[src/rtl/spi_pkg.sv]
// Shared constants for the SPI mode-3 receive path: FSM encoding, clock mode
// and the idle levels the input synchronizers reset to.
package spi_pkg;

  typedef enum logic {
    ST_IDLE = 1'b0,
    ST_RECV = 1'b1
  } rx_state_e;

  localparam int CPOL = 1;
  localparam int CPHA = 1;

  localparam logic CS_N_IDLE = 1'b1;
  localparam logic SCLK_IDLE = 1'(CPOL);
  localparam logic MOSI_IDLE = 1'b0;

endpackage

[src/rtl/spi_sync_edge.sv]
// Multi-flop synchronizer for one asynchronous input, with an optional
// one-cycle rise/fall pulse computed on the synchronized level.
module spi_sync_edge #(
  parameter int   SYNC_STAGES = 2,
  parameter logic RESET_VAL   = 1'b0,
  parameter bit   EDGE_EN     = 1'b0
) (
  input  logic clk_i,
  input  logic rst_ni,
  input  logic d_i,
  output logic q_o,
  output logic rise_o,
  output logic fall_o
);

  // Fewer than two stages would not give metastability time to settle.
  localparam int STAGES = (SYNC_STAGES < 2) ? 2 : SYNC_STAGES;

  logic [STAGES-1:0] sync_q;

  always_ff @(posedge clk_i or negedge rst_ni) begin
    if (!rst_ni) begin
      sync_q <= {STAGES{RESET_VAL}};
    end else begin
      sync_q <= {sync_q[STAGES-2:0], d_i};
    end
  end

  assign q_o = sync_q[STAGES-1];

  generate
    if (EDGE_EN) begin : g_edge
      logic prev_q;

      always_ff @(posedge clk_i or negedge rst_ni) begin
        if (!rst_ni) begin
          prev_q <= RESET_VAL;
        end else begin
          prev_q <= q_o;
        end
      end

      assign rise_o = q_o & ~prev_q;
      assign fall_o = ~q_o & prev_q;
    end else begin : g_no_edge
      assign rise_o = 1'b0;
      assign fall_o = 1'b0;
    end
  endgenerate

endmodule

[src/rtl/spi_slave_rx_mode3.sv]
// SPI mode-3 receiver: oversamples CS_n/SCLK/MOSI and emits each completed word
// with a one-cycle valid pulse. Define SPI_RX_FRAME_ERR_EN to add Out_rx_err.
module spi_slave_rx_mode3
  import spi_pkg::*;
#(
  parameter int DATA_W      = 8,
  parameter int SYNC_STAGES = 2
) (
  input  logic              In_clk,
  input  logic              In_rst_n,
  input  logic              In_spi_cs_n,
  input  logic              In_spi_sclk,
  input  logic              In_spi_mosi,
  output logic [DATA_W-1:0] Out_rx_data,
  output logic              Out_rx_valid,
  output logic              Out_rx_busy
`ifdef SPI_RX_FRAME_ERR_EN
  ,
  output logic              Out_rx_err
`endif
);

  localparam int                CNT_W    = (DATA_W > 1) ? $clog2(DATA_W) : 1;
  localparam logic [CNT_W-1:0]  LAST_BIT = CNT_W'(DATA_W - 1);

  logic sclk_sync, sclk_rise, sclk_fall;
  logic cs_n_sync, cs_rise, cs_fall;
  logic mosi_sync, mosi_rise, mosi_fall;

  rx_state_e         state_q, state_d;
  logic [CNT_W-1:0]  bit_cnt_q, bit_cnt_d;
  logic [DATA_W-1:0] shift_q, shift_d;
  logic [DATA_W-1:0] data_q, data_d;
  logic              valid_q, valid_d;
  logic              word_done;
`ifdef SPI_RX_FRAME_ERR_EN
  logic              err_q, err_d;
`endif

  // The sclk edge detector tracks its previous sample every cycle, so on entry
  // to RECV it already holds the current level and cannot fake an edge.
  spi_sync_edge #(
    .SYNC_STAGES(SYNC_STAGES),
    .RESET_VAL  (SCLK_IDLE),
    .EDGE_EN    (1'b1)
  ) u_sclk_sync (
    .clk_i (In_clk),
    .rst_ni(In_rst_n),
    .d_i   (In_spi_sclk),
    .q_o   (sclk_sync),
    .rise_o(sclk_rise),
    .fall_o(sclk_fall)
  );

  spi_sync_edge #(
    .SYNC_STAGES(SYNC_STAGES),
    .RESET_VAL  (CS_N_IDLE),
    .EDGE_EN    (1'b0)
  ) u_cs_sync (
    .clk_i (In_clk),
    .rst_ni(In_rst_n),
    .d_i   (In_spi_cs_n),
    .q_o   (cs_n_sync),
    .rise_o(cs_rise),
    .fall_o(cs_fall)
  );

  spi_sync_edge #(
    .SYNC_STAGES(SYNC_STAGES),
    .RESET_VAL  (MOSI_IDLE),
    .EDGE_EN    (1'b0)
  ) u_mosi_sync (
    .clk_i (In_clk),
    .rst_ni(In_rst_n),
    .d_i   (In_spi_mosi),
    .q_o   (mosi_sync),
    .rise_o(mosi_rise),
    .fall_o(mosi_fall)
  );

  logic sync_unused;
  assign sync_unused = ^{sclk_sync, sclk_fall, cs_rise, cs_fall,
                         mosi_rise, mosi_fall, shift_q[DATA_W-1]};

  always_ff @(posedge In_clk or negedge In_rst_n) begin
    if (!In_rst_n) begin
      state_q <= ST_IDLE;
    end else begin
      state_q <= state_d;
    end
  end

  assign word_done = (state_q == ST_RECV) && sclk_rise && (bit_cnt_q == LAST_BIT);

  // A word finishing in the same cycle CS releases still completes; anything
  // shorter is dropped with the counter cleared for the next frame.
  always_comb begin
    state_d   = state_q;
    bit_cnt_d = bit_cnt_q;
    shift_d   = shift_q;
    data_d    = data_q;
    valid_d   = 1'b0;
`ifdef SPI_RX_FRAME_ERR_EN
    err_d     = 1'b0;
`endif
    unique case (state_q)
      ST_IDLE: begin
        if (!cs_n_sync) begin
          state_d   = ST_RECV;
          bit_cnt_d = '0;
        end
      end
      ST_RECV: begin
        if (sclk_rise) begin
          shift_d = {shift_q[DATA_W-2:0], mosi_sync};
          if (bit_cnt_q == LAST_BIT) begin
            data_d    = shift_d;
            valid_d   = 1'b1;
            bit_cnt_d = '0;
          end else begin
            bit_cnt_d = bit_cnt_q + 1'b1;
          end
        end
        if (cs_n_sync) begin
          state_d   = ST_IDLE;
          bit_cnt_d = '0;
`ifdef SPI_RX_FRAME_ERR_EN
          err_d     = (bit_cnt_q != '0) && !word_done;
`endif
        end
      end
      default: state_d = ST_IDLE;
    endcase
  end

  always_ff @(posedge In_clk or negedge In_rst_n) begin
    if (!In_rst_n) begin
      bit_cnt_q <= '0;
      shift_q   <= '0;
      data_q    <= '0;
      valid_q   <= 1'b0;
`ifdef SPI_RX_FRAME_ERR_EN
      err_q     <= 1'b0;
`endif
    end else begin
      bit_cnt_q <= bit_cnt_d;
      shift_q   <= shift_d;
      data_q    <= data_d;
      valid_q   <= valid_d;
`ifdef SPI_RX_FRAME_ERR_EN
      err_q     <= err_d;
`endif
    end
  end

  assign Out_rx_data  = data_q;
  assign Out_rx_valid = valid_q;
  assign Out_rx_busy  = (state_q == ST_RECV);
`ifdef SPI_RX_FRAME_ERR_EN
  assign Out_rx_err   = err_q;
`endif

endmodule

[config.mk]
export PLATFORM = sky130hd
export DESIGN_NAME = spi_slave_rx_mode3
export DESIGN_NICKNAME = d
export VERILOG_FILES = /design/src/rtl/spi_pkg.sv /design/src/rtl/spi_sync_edge.sv /design/src/rtl/spi_slave_rx_mode3.sv
export SDC_FILE = /design/constraint.sdc
export NUM_CORES = 1
export LEC_CHECK = 0
export ABC_AREA = 1
export BUFFER_PORTS_ARGS = -buffer_cell sky130_fd_sc_hd__buf_2
export CORE_AREA = 2 2 54 56
export DETAILED_ROUTE_END_ITERATION = 16
export DIE_AREA = 0 0 56 58
export GPL_TIMING_DRIVEN = 0
export SETUP_SLACK_MARGIN = 0.1
export SYNTH_ARGS = -nofsm -noshare
export SYNTH_HDL_FRONTEND = slang
export SYNTH_SLANG_ARGS = --single-unit
[constraint.sdc]
create_clock -name In_clk -period 2.8 [get_ports In_clk]
set_input_delay 0.14 -clock In_clk [delete_from_list [all_inputs] [get_ports In_clk]]
set_output_delay 0.14 -clock In_clk [all_outputs]
set_load 0.01 [all_outputs]
-- Yosys cells after proc, flatten, opt, wreduce, memory -nomap -nowiden
Index checks and enable logic that the tools add are counted.
- register bits: 27
- latch bits: 0
- bits in writable memories: 0
- memory bits (read-only): 0
- output and inout bits: 10
- logic and storage cells: 28
- memories: 0
- $add $sub $neg: 1
- multiply operators: 0
- div/mod/pow operators: 0
- $lt $le $gt $ge: 0
- equality and inequality tests: 3
- shifts and indexed selects: 0
- multiplexer cells: 9
- bitwise operators: 3
- reduce and logical (&&, ||, !) cells: 3
- operator list (cell ; number):
    $mux 3 ; 4
    $pmux 3 s2 ; 1
    $mux 1 ; 4
    $reduce_and 2->1 ; 2
    $add 3x1->3 const B ; 1
    $eq 3x3->1 const B ; 1
    $ne 3x2->1 const B ; 1
    $reduce_and 3->1 ; 1
    $ne 2x2->1 const B ; 1
    $not 1->1 ; 2
    $and 1x1->1 ; 1

-- Depth between registers and ports, before layout
Gate-level depths: netlist of the first run.
- depth after elaboration: 5
- gate-level depth with buffers: 6

-- Hierarchy
A second synthesis of the first run with hierarchy kept.
- cells, all modules: 105
- area, all modules: 1097.3 µm²
- by module, submodules not included (module ; times used ; cells an instance ; area each (µm²) ; seq. area each (µm²)):
    spi_slave_rx_mode3 ; 1 ; 88 ; 863.3 ; 500.5
    spi_sync_edge (u_sclk_sync) ; 1 ; 7 ; 93.8 ; 78.8
    spi_sync_edge (u_cs_sync) ; 1 ; 5 ; 71.3 ; 52.6
    spi_sync_edge (u_mosi_sync) ; 1 ; 5 ; 68.8 ; 50.0

-- Worst setup path before layout of the first run
OpenSTA, ideal clock, no wires.
- path kind: flip-flop to flip-flop
- start point: register bit_cnt_q[0]
- end point: register data_q[0], in the netlist Out_rx_data[0]
- data arrival time: 1159 ps
- required time: 2735 ps
- slack: 1576 ps
- cell stages (with the launch flop): 7
- path buffers: 1
- period minus slack after synthesis: 1224 ps
- path through: dfrtp_1 > ha_1 > ha_1 > buf_4 > nand3_2 > nand2_1 > nand2_1
- word-level cells in the longest chain between the ends: 2
- RTL lines (item ; line ; text):
    from (decl) ; spi_slave_rx_mode3.sv:31 ; logic [CNT_W-1:0] bit_cnt_q, bit_cnt_d;
    from (signal assigned) ; spi_slave_rx_mode3.sv:146 ; bit_cnt_q <= bit_cnt_d;
    $eq 3x3->1 ; spi_slave_rx_mode3.sv:116 ; if (bit_cnt_q == LAST_BIT) begin
    $reduce_and 3->1 (no source line) ; n/a ;
    to (signal assigned) ; spi_slave_rx_mode3.sv:148 ; data_q <= data_d;
    to (decl) ; spi_slave_rx_mode3.sv:33 ; logic [DATA_W-1:0] data_q, data_d;
No other way between the ends.
A chain may end at the register's enable or synchronous reset.

-- Final worst setup path of the first run
- start point: register bit_cnt_q[0]
- end point: register data_q[1], in the netlist Out_rx_data[1]
Same word-level chain as after synthesis.

==> results of run 1 <==
-- stage by stage --
step	worst slack, ns	util [%]	area (um2)	total power, W
floorplan	1.58	-	1070	0.000480
global placement	1.43	44.5	1180	0.000499
detailed placement	1.42	44.5	1180	0.000502
CTS	1.40	47.1	1250	0.000680
global route	1.27	47.1	1250	0.000706
finish	1.43	47.1	1250	0.000667
-- cell usage in the layout, fill, tap and decap left out --
master	n
inv_1	5
buf_4	1
nor2_8	1
nand2_2	1
nor2_1	2
ha_1	3
clkbuf_4	3
buf_8	1
o21ai_0	2
inv_2	2
nand3_1	6
dfstp_2	5
dfrtp_1	22
buf_2	14
clkinvlp_4	1
nand2_1	43
nand3_2	6
dlygate4sd3_1	4
nor2_4	1
-- cells by family after synthesis --
logic type | synth area share, %
AND/OR/NAND/NOR | 27.6
flip-flops | 63.4
buffers and inverters | 4.54
adder cells (fa/ha/maj) | 3.49
AO/OA/AOI/OAI | 0.931
-- worst max-delay path, cell delays in order, from the launching register on --
cell and delay, ns:
dfrtp_1 0.40, ha_1 0.19, ha_1 0.15, buf_4 0.18, nand3_2 0.20, nand2_1 0.11
nand2_1 0.05
-- final cells by class --
class,count,share of cell area (%)
buffer,2,1.80
inverter,7,2.10
clock buffer,3,1.80
tap,31,3.09
clock inverter,1,0.599
timing repair buffer,18,8.78
multi-input combinational,65,27.4
sequential,27,54.4
-- worst paths after layout --
path                                      from                  end  slack [ns]
hold reg to reg            u_cs_sync.sync_q[0]  u_cs_sync.sync_q[1]        0.36
setup reg to reg                  bit_cnt_q[0]       Out_rx_data[1]        1.43
hold / removal                        In_rst_n           shift_q[1]        0.31
max in group asynchronous             In_rst_n  u_cs_sync.sync_q[0]        2.10
min in group In_clk        u_cs_sync.sync_q[0]  u_cs_sync.sync_q[1]        0.36
setup / recovery                  bit_cnt_q[0]       Out_rx_data[1]        1.43
-- registers in the layout, summed over array words and instances (netlist names) --
signal                     flops
Out_rx_valid                   1
u_sclk_sync.g_edge.prev_q      1
shift_q                        7
Out_rx_data                    8
bit_cnt_q                      3
u_mosi_sync.sync_q             2
Out_rx_busy                    1
u_sclk_sync.sync_q             2
u_cs_sync.sync_q               2
-- power by group through the flow --
stage	Sequential (W)	Clock (W)	Combinational, W
floorplan	0.000448	0	0.0000327
global placement	0.000451	0	0.0000482
detailed placement	0.000452	0	0.0000498
CTS	0.000445	0.000181	0.0000540
global route	0.000449	0.000195	0.0000623
finish	0.000445	0.000170	0.0000526
-- layer usage --
layer	vias up	wire length, um	global-route usage (%)
met2	13	712	17.8
met4	0	51	8.16
met3	5	69	2.68
li1	357	-	-
met1	323	769	15.8
met5	-	0	0
==> qor.txt, run 1 <==
Post-CTS Hold Buffers - 4
kind of end point of the critical path - flip-flop
row count - 19
final net count - 132
Startpoint Class - flip-flop
CTS tree - built
crit share post-route - 49.1%
Yosys warning total - 0
EDFF count, synth - 0
post_cts resized - 0
Post-synth top flop - dfrtp_1
Post-DRT Antenna Nets - 0
Filler cells - 264
die height - 58 um
area leader, netlist - dfrtp_1
DR pass1 iterations - 4
Clock Skew - 0.0123 ns
top cells by count, synth - nand2_1, dfrtp_1, nand3_1, nand3_2
sequential power share - 66.6%
CTS max path bufs - 2
Vias/cell - 4.53
# DRC - 0
final cell count without fillers - 154
Avg WL per Cell - 10.4 um
Worst Path Arrival - 1.61 ns
Clock Sink Count - 27
Inserted Clock Buffers - 3
share of cells above drive strength 1 - 29.3%
Final Max Tran Viols - 0
total gr overflow - 0
clock network fraction of design power - 25.5%
Ports - 15
Net Sw Frac - 25.4%
Synth Cell Area - 1070 um2
H-tree depth - 1
port bufs - 14
Final setup violation count - 0
worst skew pair latency - 0.33 ns
fmax - 728 MHz
largest cells by area after synthesis - dfrtp_1, nand2_1, dfstp_2
post-synthesis sequential area ratio - 63.4%
setup bufs post-CTS - 0
HP Class - input pin to async pin
syn avg cell area - 10.6 um2
First DRT Iteration DRCs - 13
Max-Cap Viols - 0
Pint - 0.000498 W
hpwl dp - 1100 um
LEAKAGE - 0.697 nW
Die X - 56 um
Peak VDD IR - 0.000421 V
via count - 698
Critical Path RT - 3.03 ns
post-synthesis cell type count - 15
Crit Path Category - flip-flop to flip-flop
area occupied by multi-input gates - 344 um2
Final min period - 1.37 ns
WL final - 1600 um
Pwr Density - 532 nW/um2
initial antenna violation count - 0
syn nets - 109
Overall Global Routing Usage - 12.0%
top-count cell post-synth - nand2_1
first-pass GRT wire length - 2970 um
Synth Instances - 101
async set or reset register ratio after synthesis - 100%
Rel. slew slack - 61.6%
TNS Setup - 0 ns
FF+latch count, synth - 27
core area - 2660 um2
Clock transition at path regs - 0.15 ns
hold_ws - 0.307 ns
crit path max fanout - 9
outcome - complete, no violations
DIE AREA - 3250 um2
vias in the first global route - 681
Post-Place Cells - 146
Worst Max-Slew Pin Slew - 0.576 ns
gpl congestion - 0.691
reg2reg path depth - 6
Area Growth Syn to Fin - 16.6%
effective utilization at floorplan - 40.4%
RSZ-0062 raised after global routing - no
final hold vios - 0
Sequential cell area - 682 um2
Root Buffer - clkbuf_4
top-area cell type share of the netlist area - 51.2%
n_diodes - 0
Gate power share - 7.9%
Sw Pwr - 0.000169 W
largest net degree at the start of global routing - 28
Power figures use the tool's default switching activity.
==> run 2, diff against run 1 <==
==> constraint.sdc (replaced) <==
create_clock -name In_clk -period 1.2 [get_ports In_clk]
set_input_delay 0.06 -clock In_clk [delete_from_list [all_inputs] [get_ports In_clk]]
set_output_delay 0.06 -clock In_clk [all_outputs]
set_load 0.01 [all_outputs]
==> run 2 against run 1 <==
The run now ends with setup timing left. Sequential cell count unchanged. Total power grew 140%. Wire length rose by 16%. Critical path type unchanged. Largest power group unchanged.
==> qor.txt, run 2 (same netlist as run 1, synthesis figures left out) <==
total gr overflow - 0 (unchanged)
Filler cells - 247 (-6.4%)
Critical Path RT - 1.48 ns (-1.55 ns)
max reg flops - 8 (unchanged)
Ports - 15 (unchanged)
initial antenna violation count - 0 (unchanged)
Pwr Density - 1110 nW/um2 (+110%)
share of cells above drive strength 1 - 47.4% (+18 points)
Clock Sink Count - 27 (unchanged)
via count - 760 (+8.9%)
fmax - 829 MHz (+14%)
Post-Place Cells - 146 (unchanged)
crit share post-route - 101% (+51 points)
DIE AREA - 3250 um2 (unchanged)
final cell count without fillers - 164 (+6.5%)
HP Class - input pin to async pin
H-tree depth - 1 (unchanged)
# DRC - 0 (unchanged)
final net count - 142 (+7.6%)
effective utilization at floorplan - 40.4% (unchanged)
Place WS - -0.0652 ns (-1.49 ns)
final hold vios - 0 (unchanged)
Final min period - 1.21 ns (-0.167 ns)
hpwl dp - 1110 um (+0.86%)
Inserted Clock Buffers - 3 (unchanged)
worst-case register-to-register setup slack - -0.007 ns (-1.43 ns)
Vias/cell - 4.63 (+2.2%)
Clock transition at path regs - 0.15 ns (about the same)
First DRT Iteration DRCs - 15 (+2)
violated checks - setup timing
outcome - complete, but fails checks
kind of end point of the critical path - flip-flop
port bufs - 14 (unchanged)
row count - 19 (unchanged)
Overall Global Routing Usage - 13.1% (+1.1 points)
Final setup violation count - 1 (+1)
Root Buffer - clkbuf_4
Setup WS post-layout - -0.00661 ns (-1.43 ns)
Crit Path Category - flip-flop to flip-flop
DR pass1 iterations - 4 (unchanged)
worst skew pair latency - 0.33 ns (about the same)
Final Max Tran Viols - 0 (unchanged)
WL final - 1860 um (+16%)
Startpoint Class - flip-flop
RSZ-0062 raised after global routing - yes
most frequent cells in the layout - nand2_1, dfrtp_1, buf_2, nand2_2, nand3_2
reg2reg path depth - 6 (unchanged)
TNS Setup - -0.00661 ns (-0.00661 ns)
Area Growth Syn to Fin - 36.1%
Worst Path Arrival - 1.48 ns (-0.13 ns)
commonest non-fill, non-tap cell in the layout - nand2_1
Die X - 56 um (unchanged)
reg2reg start - bit_cnt_q[0]
CTS tree - built
placed inst area - 1210 um2 (+2.2%)
Rel. slew slack - 60.7% (-0.95 points)
Post-DRT Antenna Nets - 0 (unchanged)
crit path max fanout - 2 (-7)
vias in the first global route - 726 (+6.6%)
die height - 58 um (unchanged)
Clock Skew - 0.0108 ns (-0.00152 ns)
CP endpoint - bit_cnt_q[0]
fin area - 1460 um2 (+17%)
gpl congestion - 0.695 (+0.54%)
core area - 2660 um2 (unchanged)
Worst Max-Slew Pin Slew - 0.590 ns (+0.0142 ns)
Critical Path Start - bit_cnt_q[0]
n_diodes - 0 (unchanged)
worst flop-to-flop path endpoint - bit_cnt_q[0]
Peak VDD IR - 0.000820 V (+95%)
Max-Cap Viols - 0 (unchanged)
CTS max path bufs - 2 (unchanged)
LEAKAGE - 0.758 nW (+8.7%)
Avg WL per Cell - 11.4 um (+9.2%)
largest net degree at the start of global routing - 28 (unchanged)
first-pass GRT wire length - 3250 um (+9.5%)
[run 2: worst min path at each step]
stage,startpoint,to,slack (ns),cells after the start
5_1_grt,In_rst_n,Out_rx_data[2],0.29,2
3_3_place_gp,In_rst_n,shift_q[2],0.09,1
6_report,In_rst_n,Out_rx_data[2],0.24,2
2_1_floorplan,In_rst_n,Out_rx_busy,-0.24,0
3_5_place_dp,In_rst_n,shift_q[1],0.10,1
4_1_cts,In_rst_n,shift_q[1],0.25,2
[run 2: worst max-delay path, cell delays in order (launching register included)]
cell	delay, ns
dfrtp_1	0.44
ha_4	0.18
buf_4	0.13
ha_4	0.15
nor2_4	0.11
nand3_1	0.08
nand2_1	0.06
[run 2: metrics by stage]
| stage | utilization [%] | power (W) | hold WS, ns |
|---|---|---|---|
| 6_report | 54.9 | 0.00162 | 0.237 |
| 3_5_place_dp | 45.4 | 0.00117 | 0.102 |
| 4_1_cts | 50.6 | 0.00160 | 0.251 |
| 3_3_place_gp | 45.4 | 0.00117 | 0.0922 |
| 5_1_grt | 54.9 | 0.00171 | 0.285 |
| 2_1_floorplan | - | 0.00112 | -0.236 |
[run 2: where the power goes]
| part | internal (W) | switching [W] |
|---|---|---|
| Combinational | 0.0000760 | 0.0000933 |
| Sequential | 0.000984 | 0.0000595 |
| Clock | 0.000128 | 0.000280 |
| Total | 0.00119 | 0.000432 |
[run 2: layout make-up]
cell class                      instances  area, um2  share of cell area [%]
Sequential cell                        27        683                    46.7
Timing Repair Buffer                   27        205                    14.0
Multi-Input combinational cell         66        449                    30.7
Inverter                                7       26.3                    1.80
Clock buffer                            3       22.5                    1.54
Clock inverter                          1       7.51                   0.513
Tap cell                               31       38.8                    2.65
Buffer                                  2       30.0                    2.05
[run 2: what timing repair did]
action,in CTS,in global routing
endpoints found under the setup margin,17,19
hold endpoints to repair,25,0
pin swaps,6,8
gates cloned,2,0
gates resized for setup,7,18
hold buffers,4,0
setup buffers,1,7
[run 2: metal layers]
metal | track usage [%] | share of wire, %
met4 | 7.14 | 2.4
met5 | 0 | 0
met3 | 2.68 | 3.0
met2 | 20.0 | 48
met1 | 17.8 | 47
